`src/rtl/cpu_defs.sv`:
```
// Shared definitions for the memory-stage access controller: FSM encoding,
// timeout counter width and the default bus timeout.
package cpu_defs;

  typedef enum logic [1:0] {
    S_IDLE = 2'd0,
    S_WAIT = 2'd1,
    S_DONE = 2'd2
  } me_state_t;

  localparam int          CNT_W           = 8;
  localparam int unsigned TIMEOUT_DEFAULT = 16;

endpackage

```
`src/rtl/bus_timeout_cnt.sv`:
```
// Wait-cycle counter for the data-memory bus; expired flags the last
// cycle an outstanding request may still be acknowledged.
module bus_timeout_cnt
  import cpu_defs::*;
#(
  parameter int unsigned LIMIT = TIMEOUT_DEFAULT
) (
  input  logic clock,
  input  logic reset_0,
  input  logic clear,
  input  logic enable,
  output logic expired
);

  localparam logic [CNT_W-1:0] LAST = CNT_W'(LIMIT - 1);

  logic [CNT_W-1:0] count;

  // NOTE: sequential state uses non-blocking assignments so every register
  // samples the pre-edge values, independent of statement order.
  always_ff @(posedge clock or negedge reset_0) begin
    if (!reset_0) begin
      count <= '0;
    end else if (clear) begin
      count <= '0;
    end else if (enable) begin
      count <= count + 1'b1;
    end
  end

  assign expired = (count == LAST);

endmodule

```
`src/rtl/mem_access_ctrl.sv`:
```
// ME-stage access controller: launches one req/ack bus transaction per
// load/store, stalls the pipeline until it completes, and returns load data.
module mem_access_ctrl
  import cpu_defs::*;
#(
  parameter int unsigned TIMEOUT = TIMEOUT_DEFAULT
) (
  input  logic        clock,
  input  logic        reset_0,
  input  logic [31:0] ans_me,
  input  logic [31:0] wd_me,
  input  logic        rmem_me,
  input  logic        wmem_me,
  output logic        mem_req,
  output logic        mem_we,
  output logic [29:0] mem_addr,
  output logic [31:0] mem_wdata,
  input  logic [31:0] mem_rdata,
  input  logic        mem_ack,
  output logic [31:0] mo_me,
  output logic        stall,
  output logic        bus_err
);

  me_state_t state;
  logic      mem_op;
  logic      misaligned;
  logic      launch;
  logic      cnt_en;
  logic      expired;

  assign mem_op     = rmem_me | wmem_me;
  assign misaligned = (ans_me[1:0] != 2'b00);
  assign launch     = (state == S_IDLE) && mem_op && !misaligned;
  assign cnt_en     = (state == S_WAIT) && !mem_ack;

  bus_timeout_cnt #(
    .LIMIT (TIMEOUT)
  ) u_timeout (
    .clock   (clock),
    .reset_0 (reset_0),
    .clear   (launch),
    .enable  (cnt_en),
    .expired (expired)
  );

  // Stall is raised combinationally in IDLE so the very cycle that presents
  // the memory op is already held; DONE releases the pipeline.
  always_comb begin
    // NOTE: default first, so no path through the case leaves stall unassigned
    // and a latch is never inferred.
    stall = 1'b0;
    case (state)
      S_IDLE:  stall = mem_op;
      S_WAIT:  stall = 1'b1;
      default: stall = 1'b0;
    endcase
  end

  always_ff @(posedge clock or negedge reset_0) begin
    if (!reset_0) begin
      state     <= S_IDLE;
      mem_req   <= 1'b0;
      mem_we    <= 1'b0;
      mem_addr  <= '0;
      mem_wdata <= '0;
      mo_me     <= '0;
      bus_err   <= 1'b0;
    end else begin
      case (state)
        S_IDLE: begin
          if (mem_op) begin
            if (misaligned) begin
              mo_me   <= '0;
              bus_err <= 1'b1;
              state   <= S_DONE;
            end else begin
              mem_req   <= 1'b1;
              mem_we    <= wmem_me & ~rmem_me;
              mem_addr  <= ans_me[31:2];
              mem_wdata <= wd_me;
              state     <= S_WAIT;
            end
          end
        end
        S_WAIT: begin
          // An ack on the final allowed cycle still completes normally.
          if (mem_ack) begin
            if (!mem_we) mo_me <= mem_rdata;
            mem_req <= 1'b0;
            mem_we  <= 1'b0;
            state   <= S_DONE;
          end else if (expired) begin
            mem_req <= 1'b0;
            mem_we  <= 1'b0;
            mo_me   <= '0;
            bus_err <= 1'b1;
            state   <= S_DONE;
          end
        end
        S_DONE:  state <= S_IDLE;
        default: state <= S_IDLE;
      endcase
    end
  end

endmodule

```
`config.mk`:
```
export PLATFORM = sky130hd
export DESIGN_NAME = mem_access_ctrl
export DESIGN_NICKNAME = d
export VERILOG_FILES = /design/src/rtl/cpu_defs.sv /design/src/rtl/bus_timeout_cnt.sv /design/src/rtl/mem_access_ctrl.sv
export SDC_FILE = /design/constraint.sdc
export NUM_CORES = 1
export LEC_CHECK = 0
export CAP_MARGIN = 25
export CORE_MARGIN = 5
export CORE_UTILIZATION = 42
export DETAILED_ROUTE_END_ITERATION = 6
export PLACE_DENSITY = 0.81
export SKIP_LAST_GASP = 1
export SLEW_MARGIN = 15
export SYNTH_ARGS = -nofsm -noshare
export SYNTH_HDL_FRONTEND = slang
export SYNTH_SLANG_ARGS = --single-unit
```
`constraint.sdc`:
```
create_clock -name clock -period 2.65 [get_ports clock]
set_clock_uncertainty 0.2 [all_clocks]
set_input_delay 0.265 -clock clock [delete_from_list [all_inputs] [get_ports clock]]
set_output_delay 0.265 -clock clock [all_outputs]
set_load 0.03 [all_outputs]
```
Yosys cells after proc, flatten, opt, wreduce, memory -nomap -nowiden. Index checks and enable logic that the tools add are counted.

Add/subtract/negate cells: 1. Muxes and demuxes: 27. Reductions and logical operators: 14. Eq/ne operators: 9. Bitwise operators: 4.

Operator list (count): $mux 32 (5); $pmux 32 s2 (1); $mux 8 (2); $mux 1 (10); $ne 2x2->1 const B (5); $reduce_and 5->1 (2); $add 8x1->8 const B (1); $eq 8x4->1 const B (1); $mux 2 (4); $pmux 1 s2 (4); $ne 3x3->1 const B (2); $reduce_bool 2->1 (3); $pmux 2 s2 (1); $reduce_and 4->1 (1); $logic_and 1x1->1 (3); $reduce_and 3->1 (1); $eq 2x1->1 const B (1); $logic_not 1->1 (2); $logic_not 2->1 (1); $not 1->1 (2); $reduce_and 2->1 (1); $and 1x1->1 (1); $or 1x1->1 (1).

Output and inout port bits: 98. Word-level logic and storage cells: 63. Register bits: 107.

Logic depth before layout (Yosys ltp).
Depth in word-level cells: 5. Gate-level depth with buffers: 7. Gate-level depth less buffers: 5.

Cells and area by module. A second synthesis with hierarchy kept.

Cells, all modules: 346. Area total of the unflattened synthesis: 4560.6 um2.

Modules (own cells, without submodules): mem_access_ctrl (cells an instance 307, instances 1, area an instance 4166.5 um2); bus_timeout_cnt (cells an instance 39, instances 1, area an instance 394.1 um2).

Least setup slack after synthesis. No wires, ideal clock.

Kind: register to register. Start: register u_timeout.count[0]. End: register mem_we. Cell stages (with the launch flop): 6. Arrival time: 1714 ps. Slack: 611 ps. Period minus slack after synthesis: 2039 ps. Setup time: 125 ps. Cell sequence: dfrtp_1 > ha_1 > nand4b_1 > or4_4 > a221oi_2 > mux2_2.

Cells in the longest elaborated chain, start to end: 3.

RTL lines: start: declaration (RTL line bus_timeout_cnt.sv:17) `logic [CNT_W-1:0] count;`; start signal: assignment (RTL line bus_timeout_cnt.sv:27) `count <= count + 1'b1;`; $eq 8x4->1 (RTL line bus_timeout_cnt.sv:31) `assign expired = (count == LAST);`; $ne 3x3->1 (no line); $reduce_and 4->1 (no line); end signal: assignment (RTL line mem_access_ctrl.sv:79) `mem_we <= wmem_me & ~rmem_me;`; end: declaration (RTL line mem_access_ctrl.sv:15) `output logic mem_we,`.

Every way passes these cells. A chain may end at the register's enable or synchronous reset.

Worst setup path in the final report.
Start: register state[0]. End: output stall.

Cells in the longest elaborated chain, start to end: 2. Elaborated cells between the ends (all ways): 3. Classes of those cells: eq/ne (1); mux (1); reduce/logical (1).

RTL lines: start: declaration (RTL line mem_access_ctrl.sv:25) `me_state_t state;`; start signal: assignment (RTL line mem_access_ctrl.sv:62) `state <= S_IDLE;`; start signal: assignment (RTL line mem_access_ctrl.sv:76) `state <= S_DONE;`; start signal: assignment (RTL line mem_access_ctrl.sv:82) `state <= S_WAIT;`; $eq 2x1->1 or $logic_not 2->1 (tied branches) (RTL line mem_access_ctrl.sv:53) `case (state)`; $pmux 1 s2 (*) (RTL line mem_access_ctrl.sv:53); end: declaration (RTL line mem_access_ctrl.sv:21) `output logic stall,`.

Every way passes the cells marked *; elsewhere a longest branch is shown, timed or not.

==> impl_metrics.toml <==
[route]
via_per_inst = 4.685
vias = 3167
dr.pass1.iters = 4
drt_iter0_drc = 113
totalWireLength_um = 11140
drtAntennaViolNets = 0
wire_per_inst_um = 16.47
drc_errors = 0

[setup_path]
reg2reg_to = "mem_we$_DFFE_PN0P_"
timing_worst_setup_path_type = "reg -> out"
crit_path_end_kind = "output port"
start_kind = "flop"
crit_fanout = 9
r2r-start = "u_timeout.count[0]$_DFFE_PN0P_"
critical_path_required_ns = 2.18
critPathArrivalTime_ns = 1.73
r2r_slack_ns = 0.47
r2r_cells = 5

[timing]
setup_viol = 0
period_minus_slack_ns = 2.194
worst_pin_slew_ns = 0.5620
slew_headroom_pct = 62.54
setup_tns_ns = 0
fin_ws_ns = 0.4559
timing.fmax_ghz = 0.4558
drv_slew = 0
finalCritPeriodShare_pct = 82.79
finalHoldViolCount = 0
rsz0062_at_grt = "false"

[run_status]
status = "completed"

[power]
p_leak_nw = 2.803
seqPwrFrac_pct = 38.3
clock_power_share_pct = 17.2
switching_share_pct = 37.31
power.switching_mw = 2.273
vdd_ir_drop_max_uv = 601.1
p_int_mw = 3.820
comb_power_share_pct = 44.5
p_per_area_nw_per_um2 = 903.9
power.total_mw = 6.094

[grt]
gr-total-overflow = 0
grt_pass1_vias = 3607
antenna_found_initial = 0
grt_max_degree = 108
track_usage_pct = 17.91
grt_pass1_wl_um = 18350

[die]
die_h_um = 112.4
die_x_um = 112.4
die_area_um2 = 12630
rows = 37
core_um2 = 10280
ios = 199
start_util_pct = 42.84

[finish]
drive_gt1_share_pct = 16.85
mostFrequentLayoutCell = "clkdlybuf4s50_1"
nets = 637
fin_util_pct = 65.60
design_area_um2 = 6741
layout_common_cells = "clkdlybuf4s50_1 (197), dfrtp_1 (107), mux2_2 (63), nand2_1 (35), inv_1 (34)"
fill_cells = 788
diodes = 0
area_growth_pct = 53.11

[min_path]
hold_depth = 3
hold_end = "mo_me[8]$_DFFE_PN0P_"
hold_start = "mem_rdata[8]"
hp-class = "in -> reg"

[logic_synthesis]
netlist_area_um2 = 4403
synthTopCellsByArea = "dfrtp_1 (61%), mux2_2 (16%), mux2i_1 (7.5%), nand2_1 (3.0%), inv_1 (2.9%)"
synth_fp_nets = 439
synth_top_area_share_pct = 60.81
syn_inst = 337
ys_types = 29
synth-seq-cells = 107
ys_seq_area_share_pct = 60.81
syn_avg_cell_area_um2 = 13.07
ys.warnings.count = 0
yosysTopAreaCell = "dfrtp_1"

[clocking]
cts_root_buf = "clkbuf_8"
path_clk_slew_ns = 0.11
cts.sinks = 107
cts_buffer_depth = 2
cts_setup_buffers = 0
worstSkewPairLatency_ns = 0.35
cts-buffers-inserted = 9
htree_num_levels = 3
cts_tree = "done"

[place]
dp_slack_ns = 0.3574
place.gp.congestion = 0.8033
place_area_um2 = 6524
dp_hpwl_um = 8212
portBuffers = 198

[run]
cap_violations = 0
## stage by stage
stage / hold slack [ns] / instances
after floorplan: -0.2306 / 337
after global placement: 0.1867 / 659
after detailed placement: 0.1870 / 659
after CTS: 0.2344 / 676
after global routing: 0.2432 / 676
final: 0.2508 / 676
## power by group through the flow
stage	Combinational, mW	Sequential [mW]	Clock (mW)
after detailed placement	2.74	2.37	0
after global routing	2.86	2.41	1.15
after floorplan	0.632	3.20	0
final	2.71	2.33	1.05
after CTS	2.75	2.34	1.07
after global placement	2.70	2.34	0
## cell families after synthesis
logic type	synth area share (%)
buffers and inverters	5.371
adder cells (fa/ha/maj)	0.2841
AO/OA/AOI/OAI	1.677
multiplexers	23.61
XOR/XNOR	1.392
AND/OR/NAND/NOR	6.849
flip-flops	60.81
## per-layer routing
metal  up-vias  part of all wire [%]  global-route usage (%)  wire length [µm]
met3         2                    14                   10.67              1548
met4         0                  0.44                   4.087                49
met1      1519                    38                   19.80              4192
li1       1504                     -                       -                 -
met5         -                     0                       0                 0
met2       142                    48                   29.76              5343
## what timing repair did
action                                 CTS  global route
resized for setup                        0             0
endpoints found under the hold margin  107             0
hold buffers                             1             0
## state kept, by name, summed over array words and instances, names as in the netlist
register and cells:
u_timeout.count 8, bus_err 1, mem_addr 30, state 2, mem_we 1, mem_wdata 32
mo_me 32, mem_req 1
## Yosys cell counts
| cell type | n |
|---|---|
| a21o_1 | 1 |
| a21oi_4 | 1 |
| a221oi_2 | 1 |
| a31oi_1 | 1 |
| and2_1 | 3 |
| and3_2 | 1 |
| and4_2 | 1 |
| buf_2 | 9 |
| buf_8 | 3 |
| clkbuf_1 | 5 |
| dfrtp_1 | 107 |
| ha_1 | 1 |
| inv_1 | 34 |
| mux2_2 | 63 |
| mux2i_1 | 33 |
| nand2_1 | 35 |
| nand3_1 | 3 |
| nand4_1 | 2 |
| nand4b_1 | 1 |
| nor2_1 | 13 |
| nor2b_1 | 1 |
| nor3_1 | 2 |
| nor3b_1 | 2 |
| o21ai_0 | 4 |
| o22a_1 | 1 |
| or3_1 | 1 |
| or4_4 | 1 |
| xnor2_1 | 1 |
| xor2_1 | 6 |
## area by class of cell
cell class	count	area, µm²	area share [%]
repair buffers	204	2064	30.62
well taps	136	170.2	2.524
inverters	34	127.6	1.893
clock inverters	6	70.07	1.039
clock buffers	10	137.6	2.042
flip-flops and latches	107	2678	39.72
multi-input cells	179	1494	22.16
## worst max-delay path: stages, from the launching register on
cell             delay [ns]
dfrtp_1                0.49
nor3_1                 0.09
nor2_1                 0.11
clkdlybuf4s50_1        0.69
## worst max path at each step
| stage | startpoint | endpoint | slack [ns] | cells after the start |
|---|---|---|---|---|
| after global routing | state[0]$_DFFE_PN0P_ | stall | 0.34 | 3 |
| after CTS | state[0]$_DFFE_PN0P_ | stall | 0.44 | 3 |
| after detailed placement | wmem_me | mem_wdata[31]$_DFFE_PN0P_ | 0.36 | 5 |
| after floorplan | u_timeout.count[0]$_DFFE_PN0P_ | mem_we$_DFFE_PN0P_ | 0.61 | 5 |
| after global placement | ans_me[1] | mem_addr[18]$_DFFE_PN0P_ | 0.40 | 6 |
| final | state[0]$_DFFE_PN0P_ | stall | 0.46 | 3 |
Note: power is estimated with default switching activity, not from simulation.
